`config.mk`:
```
export PLATFORM = sky130hd
export DESIGN_NAME = sdram_init_ctrl
export DESIGN_NICKNAME = d
export VERILOG_FILES = /design/src/rtl/sdram_pkg.sv /design/src/rtl/sdram_init_ctrl.sv
export SDC_FILE = /design/constraint.sdc
export NUM_CORES = 1
export LEC_CHECK = 0
export CORE_MARGIN = 5
export CORE_UTILIZATION = 45
export DETAILED_ROUTE_END_ITERATION = 6
export PLACE_DENSITY = 0.8
export SKIP_CTS_REPAIR_TIMING = 1
export SYNTH_ARGS = -nofsm -noshare
export SYNTH_HDL_FRONTEND = slang
export SYNTH_SLANG_ARGS = --single-unit
```
`constraint.sdc`:
```
create_clock -name sys_clk -period 2.4 [get_ports sys_clk]
set_input_delay 0.48 -clock sys_clk [delete_from_list [all_inputs] [get_ports sys_clk]]
set_output_delay 0.48 -clock sys_clk [all_outputs]
set_load 0.1 [all_outputs]
```
`src/rtl/sdram_pkg.sv`:
```
// Shared SDRAM command encodings and init-sequencer state type.
// Reused by the init, refresh and read/write controllers.
package sdram_pkg;

  // {cs_n, ras_n, cas_n, we_n}
  typedef logic [3:0] cmd_t;

  localparam cmd_t CMD_NOP  = 4'b0111;
  localparam cmd_t CMD_PRE  = 4'b0010;
  localparam cmd_t CMD_AREF = 4'b0001;
  localparam cmd_t CMD_LMR  = 4'b0000;

  typedef enum logic [2:0] {
    StWaitPwr,
    StPre,
    StWaitTrp,
    StAref,
    StWaitTrfc,
    StMrs,
    StWaitTmrd,
    StDone
  } init_state_e;

  function automatic int unsigned max4(input int unsigned a, input int unsigned b,
                                       input int unsigned c, input int unsigned d);
    int unsigned m;
    m = a;
    if (b > m) m = b;
    if (c > m) m = c;
    if (d > m) m = d;
    return m;
  endfunction

endpackage

```
`src/rtl/sdram_init_ctrl.sv`:
```
// SDRAM power-up initialisation sequencer: power wait, precharge-all, auto-refreshes,
// load-mode-register, with run-time re-initialisation from DONE.
module sdram_init_ctrl
  import sdram_pkg::*;
#(
  parameter int unsigned         ADDR_W      = 12,
  parameter int unsigned         BA_W        = 2,
  parameter int unsigned         T_POWER_CYC = 10000,
  parameter int unsigned         T_RP        = 2,
  parameter int unsigned         T_RFC       = 7,
  parameter int unsigned         T_MRD       = 3,
  parameter int unsigned         AREF_NUM    = 8,
  parameter logic [ADDR_W-1:0]   MODE_REG    = 'h037
) (
  input  logic              sys_clk,
  input  logic              sys_rst,
  input  logic              reinit_req,
  output logic [3:0]        init_cmd,
  output logic [BA_W-1:0]   init_ba,
  output logic [ADDR_W-1:0] init_addr,
  output logic              init_done,
  output logic              init_busy
);

  localparam int unsigned TMax = max4(T_POWER_CYC, T_RP, T_RFC, T_MRD);
  localparam int unsigned CntW = $clog2(TMax) + 1;
  localparam int unsigned RefW = $clog2(AREF_NUM + 1);

  localparam logic [CntW-1:0] LdPwr = CntW'(T_POWER_CYC - 1);
  localparam logic [CntW-1:0] LdRp  = CntW'(T_RP - 1);
  localparam logic [CntW-1:0] LdRfc = CntW'(T_RFC - 1);
  localparam logic [CntW-1:0] LdMrd = CntW'(T_MRD - 1);

  // A10 high selects all banks for PRECHARGE.
  localparam logic [ADDR_W-1:0] AddrPre = ADDR_W'(1) << 10;

  init_state_e       state_q, state_d;
  logic [CntW-1:0]   cnt_q, cnt_d;
  logic [RefW-1:0]   ref_q, ref_d;
  cmd_t              cmd_q, cmd_d;
  logic [ADDR_W-1:0] addr_q, addr_d;
  logic              done_q, done_d;
  logic              busy_q, busy_d;

  always_comb begin
    state_d = state_q;
    cnt_d   = cnt_q;
    ref_d   = ref_q;

    unique case (state_q)
      StWaitPwr: begin
        if (cnt_q == '0) state_d = StPre;
        else             cnt_d   = cnt_q - 1'b1;
      end
      StPre: state_d = StWaitTrp;
      StWaitTrp: begin
        if (cnt_q == '0) state_d = StAref;
        else             cnt_d   = cnt_q - 1'b1;
      end
      StAref: begin
        state_d = StWaitTrfc;
        ref_d   = ref_q + 1'b1;
      end
      StWaitTrfc: begin
        if (cnt_q == '0) state_d = (ref_q == RefW'(AREF_NUM)) ? StMrs : StAref;
        else             cnt_d   = cnt_q - 1'b1;
      end
      StMrs: state_d = StWaitTmrd;
      StWaitTmrd: begin
        if (cnt_q == '0) state_d = StDone;
        else             cnt_d   = cnt_q - 1'b1;
      end
      StDone: begin
        if (reinit_req) state_d = StPre;
      end
      default: state_d = StWaitPwr;
    endcase

    // Reload the shared timer on every state entry; the value is only used by wait states.
    if (state_d != state_q) begin
      unique case (state_d)
        StWaitPwr:  cnt_d = LdPwr;
        StWaitTrp:  cnt_d = LdRp;
        StWaitTrfc: cnt_d = LdRfc;
        StWaitTmrd: cnt_d = LdMrd;
        default:    cnt_d = '0;
      endcase
      if (state_d == StPre) ref_d = '0;
    end
  end

  // Outputs are decoded from the next state so they appear on the entering edge.
  always_comb begin
    cmd_d  = CMD_NOP;
    addr_d = '0;
    unique case (state_d)
      StPre: begin
        cmd_d  = CMD_PRE;
        addr_d = AddrPre;
      end
      StAref: cmd_d = CMD_AREF;
      StMrs: begin
        cmd_d  = CMD_LMR;
        addr_d = MODE_REG;
      end
      default: ;
    endcase
    done_d = (state_d == StDone);
    busy_d = (state_d != StDone);
  end

  always_ff @(posedge sys_clk or posedge sys_rst) begin
    if (sys_rst) begin
      state_q <= StWaitPwr;
      cnt_q   <= LdPwr;
      ref_q   <= '0;
      cmd_q   <= CMD_NOP;
      addr_q  <= '0;
      done_q  <= 1'b0;
      busy_q  <= 1'b1;
    end else begin
      state_q <= state_d;
      cnt_q   <= cnt_d;
      ref_q   <= ref_d;
      cmd_q   <= cmd_d;
      addr_q  <= addr_d;
      done_q  <= done_d;
      busy_q  <= busy_d;
    end
  end

  assign init_cmd  = cmd_q;
  assign init_ba   = '0;
  assign init_addr = addr_q;
  assign init_done = done_q;
  assign init_busy = busy_q;

endmodule

```
# Word level (Yosys, flattened, before mapping)
# Index checks and enable logic that the tools add are counted.
# totals
input_bits,3
wordCells,49
out_inout_bits,20
regBits,40
# op_classes
addsub,2
mux,16
n_eq_ne,18
n_reduce_logical,6
# op_table
operator,count
$pmux W14 S4,1
$mux W15,3
$eq A3 B3 Y1 const B,8
$pmux W3 S8,1
$pmux W11 S2,1
$mux W3,6
$logic_not A15 Y1,1
$sub A15 B1 Y15 const B,1
$eq A3 B2 Y1 const B,4
$mux W4,3
$pmux W3 S3,1
$eq A3 B1 Y1 const B,2
$logic_not A3 Y1,2
$add A4 B1 Y4 const B,1
$eq A4 B4 Y1 const B,1
$reduce_or A4 Y1,1
$ne A3 B3 Y1,1
$ne A3 B3 Y1 const B,1
$ne A2 B1 Y1 const B,1
$reduce_and A2 Y1,1
$reduce_bool A2 Y1,1

# Depth between registers and ports, before layout
# depth
ltp_word,7
depth_mapped,8
depth_no_buf,6

# Least setup slack after synthesis
# Ideal clock, no wire load.
# synth_timing
path_type,register to output
start,register init_addr[5] (netlist name)
end,output init_addr[1]
path_stages_with_launch,2
path_buffers,1
arrival_ns,1.374
required_ns,1.920
slack_ns,0.546
path_cell_list,dfrtp_1 > buf_4
# synth_lines
item,line_no,text
to (decl),sdram_init_ctrl.sv:20,"output logic [ADDR_W-1:0] init_addr,"

# Worst setup path after layout
# layout_timing
start,register cnt_q[4]
end,register cnt_q[7]
# layout_via
elab_chain_cells,6
elab_cells_between_ends,14
cone_classes,add/sub: 1; eq/ne: 2; mux: 8; reduce/logical: 3
# layout_rtl
item,line_no,text
from (decl),sdram_init_ctrl.sv:38,"logic [CntW-1:0] cnt_q, cnt_d;"
from (signal assigned),sdram_init_ctrl.sv:115,cnt_q <= LdPwr;
from (signal assigned),sdram_init_ctrl.sv:123,cnt_q <= cnt_d;
$logic_not A15 Y1,n/a,
"$mux W3, on equally long branches",n/a,
$pmux W3 S8,sdram_init_ctrl.sv:50,unique case (state_q)
$ne A3 B3 Y1,sdram_init_ctrl.sv:80,if (state_d != state_q) begin
$ne A2 B1 Y1 (no source line) or $reduce_bool A2 Y1 (tied branches),n/a,
$reduce_and A2 Y1 (no source line),n/a,
# Parallel ways exist; a longest one is shown, timed or not. The select of a mux whose other input is x is not followed.
# A chain may end at the register's enable or synchronous reset.

==> impl_metrics.ini <==
[pwr]
pwr-share-comb_pct = 35.2
clkPwrFrac_pct = 14.8
p_per_area_nw_per_um2 = 1080
p_int_mw = 1.06
power.switching_mw = 0.759
p_sw_share_pct = 41.8
p_leak_nw = 0.701
finalPower_mw = 1.81
p_seq_share_pct = 50.0
ir_drop_mv = 0.445

[setup_path]
critPathLaunchType = register
cp_top_family = simple AND/OR/NAND/NOR gates
cp_max_fo = 12
path_buf_inv = 0
cp_slowest_cell = a21oi_2
max_stage_delay_ns = 0.47
path_cells = nor4_4, and3_1, nand2_1, a21oi_2, nor2_1
rrSetupSlack_ns = 0.31
cp-end-kind = register
worstPathArrival_ns = 2.28
crit_type = register to register
critPathRequiredTime_ns = 2.59

[routing]
vias = 1156
viasPerCell = 5.35
dr.pass1.iters = 4
wirelength_mm = 2.96
wire_per_inst_um = 13.7
drt_iter0_drc = 93
drc = 0
antenna_left = 0

[floorplanning]
ios = 23
start_util_pct = 46.9
core_area_um2 = 3360
placementRows = 21
dieArea_um2 = 4790
die_y_um = 69.2
die_w_um = 69.2

[outcome]
status = finished, final reports clean

[cells_and_area]
final_cell_area_um2 = 1680
final_cell_mix = nor2_1, dfrtp_1, a21oi_1
fillerInstances = 320
seq_area_um2 = 741
synthToLayoutAreaGrowth_pct = 6.75
nNetsFinal = 175
multi_input_area_um2 = 696
final_common_cell = nor2_1
antennaDiodeCount = 0
drive_gt1_share_pct = 22.4

[global_route]
grt_antenna_before_repair = 0
grt_use_total_pct = 12.8
grtUsageMet3_pct = 4.35
overflow = 0
gr-max-usage-layer = met2
met2_usage_pct = 20.0
grt_first_pass_wirelength_mm = 5.00
grt_pass1_vias = 1105
met1_usage_pct = 15.7
grt_max_degree = 30

[clock_network]
clk_transition_reported_paths_ns = 0.08
clk_latency_ns = 0.33
cts_tree = built
htreeDepth = 2
clock_sinks = 29
cts_root_buffer = clkbuf_4
cts.path.max_buffers = 2
numCtsBuffers = 5

[sta]
fin_crit_ns = 2.09
slew-limit-headroom_pct = 65.0
setup_ws_ns = 0.309
fin_crit_sh_pct = 87.1
fmax_mhz = 478
rsz0062_at_grt = no
setup_viol = 0
tightest_slew_ns = 0.524
hold_viol = 0
skew_ns = 0.00849
setup_tns_ns = 0
whs_ns = 0.522
slew_violations = 0

[placement]
place_area_um2 = 1630
dp_hpwl_mm = 2.14
portBuffers = 13
placement.setup.worst_slack_ns = 0.333
gp_congestion = 0.810

[worst_hold_path]
hold_path.class = input pin to asynchronous set/reset pin

[synth]
synth-seq-cells = 29
yosys_warnings = 0
synth_seq_area_share_pct = 47.0
syn_inst = 160
synth_cell_types = 41
synthesis.area_um2 = 1580
ys.flop_type = dfrtp_1
synth-async-reset-ratio_pct = 100
syn_avg_cell_area_um2 = 9.85
synth_edf_count = 0

[job]
maxCapViolations = 0
[through the flow]
step	std cells	utilization, %
5_1_grt	216	50.0
2_1_floorplan	168	-
3_5_place_dp	208	48.6
6_report	216	50.0
3_3_place_gp	208	48.6
4_1_cts	216	50.0
[final timing paths]
path,to,cells after the start,startpoint
min in group sys_clk,cnt_q[14],2,cnt_q[14]
worst min-delay path,state_q[0],3,sys_rst
worst min register to register,cnt_q[14],2,cnt_q[14]
worst max register to register,cnt_q[7],5,cnt_q[4]
worst max-delay path,cnt_q[7],5,cnt_q[4]
max in group asynchronous,cnt_q[13],3,sys_rst
[sequential cells by signal, indices dropped and copies added (netlist names)]
| name | cells |
|---|---|
| init_busy | 1 |
| init_done | 1 |
| cnt_q | 15 |
| init_addr | 2 |
| ref_q | 4 |
| init_cmd | 3 |
| state_q | 3 |
[synth_stat cells (2+ instances only)]
cell	instances	area, um^2
o21ai_0	6	30.0
nor2_1	20	75.1
o41ai_1	2	17.5
a21o_1	2	15.0
xor2_1	3	26.3
a2111oi_2	2	30.0
dfstp_2	12	315
xnor2_1	7	61.3
nand2_1	11	41.3
nor4_1	3	18.8
dfrtp_1	17	425
inv_1	7	26.3
nand4_1	2	12.5
a211oi_1	3	22.5
nor3_1	6	30.0
ha_1	3	37.5
clkbuf_1	3	11.3
nand3_1	2	10.0
buf_4	15	113
a21oi_1	13	65.1
[per-layer routing]
layer,vias up,routed length (um)
met2,43,1440
li1,547,-
met1,560,1260
met5,-,0
met3,6,193
met4,0,63
[power by group through the flow]
stage / Clock, mW / Combinational, mW / Sequential [mW]
2_1_floorplan: 0 / 0.583 / 0.839
3_3_place_gp: 0 / 0.603 / 0.891
3_5_place_dp: 0 / 0.631 / 0.910
4_1_cts: 0.278 / 0.636 / 0.903
5_1_grt: 0.300 / 0.715 / 0.930
6_report: 0.269 / 0.638 / 0.908
[final cells by class]
type	instances	area share [%]
flip-flops and latches	29	44.0
multi-input cells	111	41.3
repair buffers	14	6.54
well taps	46	3.42
clock buffers	8	2.90
inverters	8	1.78
[worst register-to-register path, delay by kind of cell, from the launching register on]
| kind | cells | cell delay, ns |
|---|---|---|
| AO/OA/AOI/OAI | 1 | 0.47 |
| flip-flops | 1 | 0.46 |
| AND/OR/NAND/NOR | 4 | 1.04 |
[cell families after synthesis]
| logic type | after synthesis | share of synthesized area [%] |
|---|---|---|
| AO/OA/AOI/OAI | 35 | 15.0 |
| XOR/XNOR | 10 | 5.56 |
| adder cells (fa/ha/maj) | 3 | 2.38 |
| buffers and inverters | 28 | 10.8 |
| flip-flops | 29 | 47.0 |
| multiplexers | 1 | 0.635 |
| other | 1 | 0.238 |
| AND/OR/NAND/NOR | 53 | 18.4 |
(Power assumes the default switching activity.)
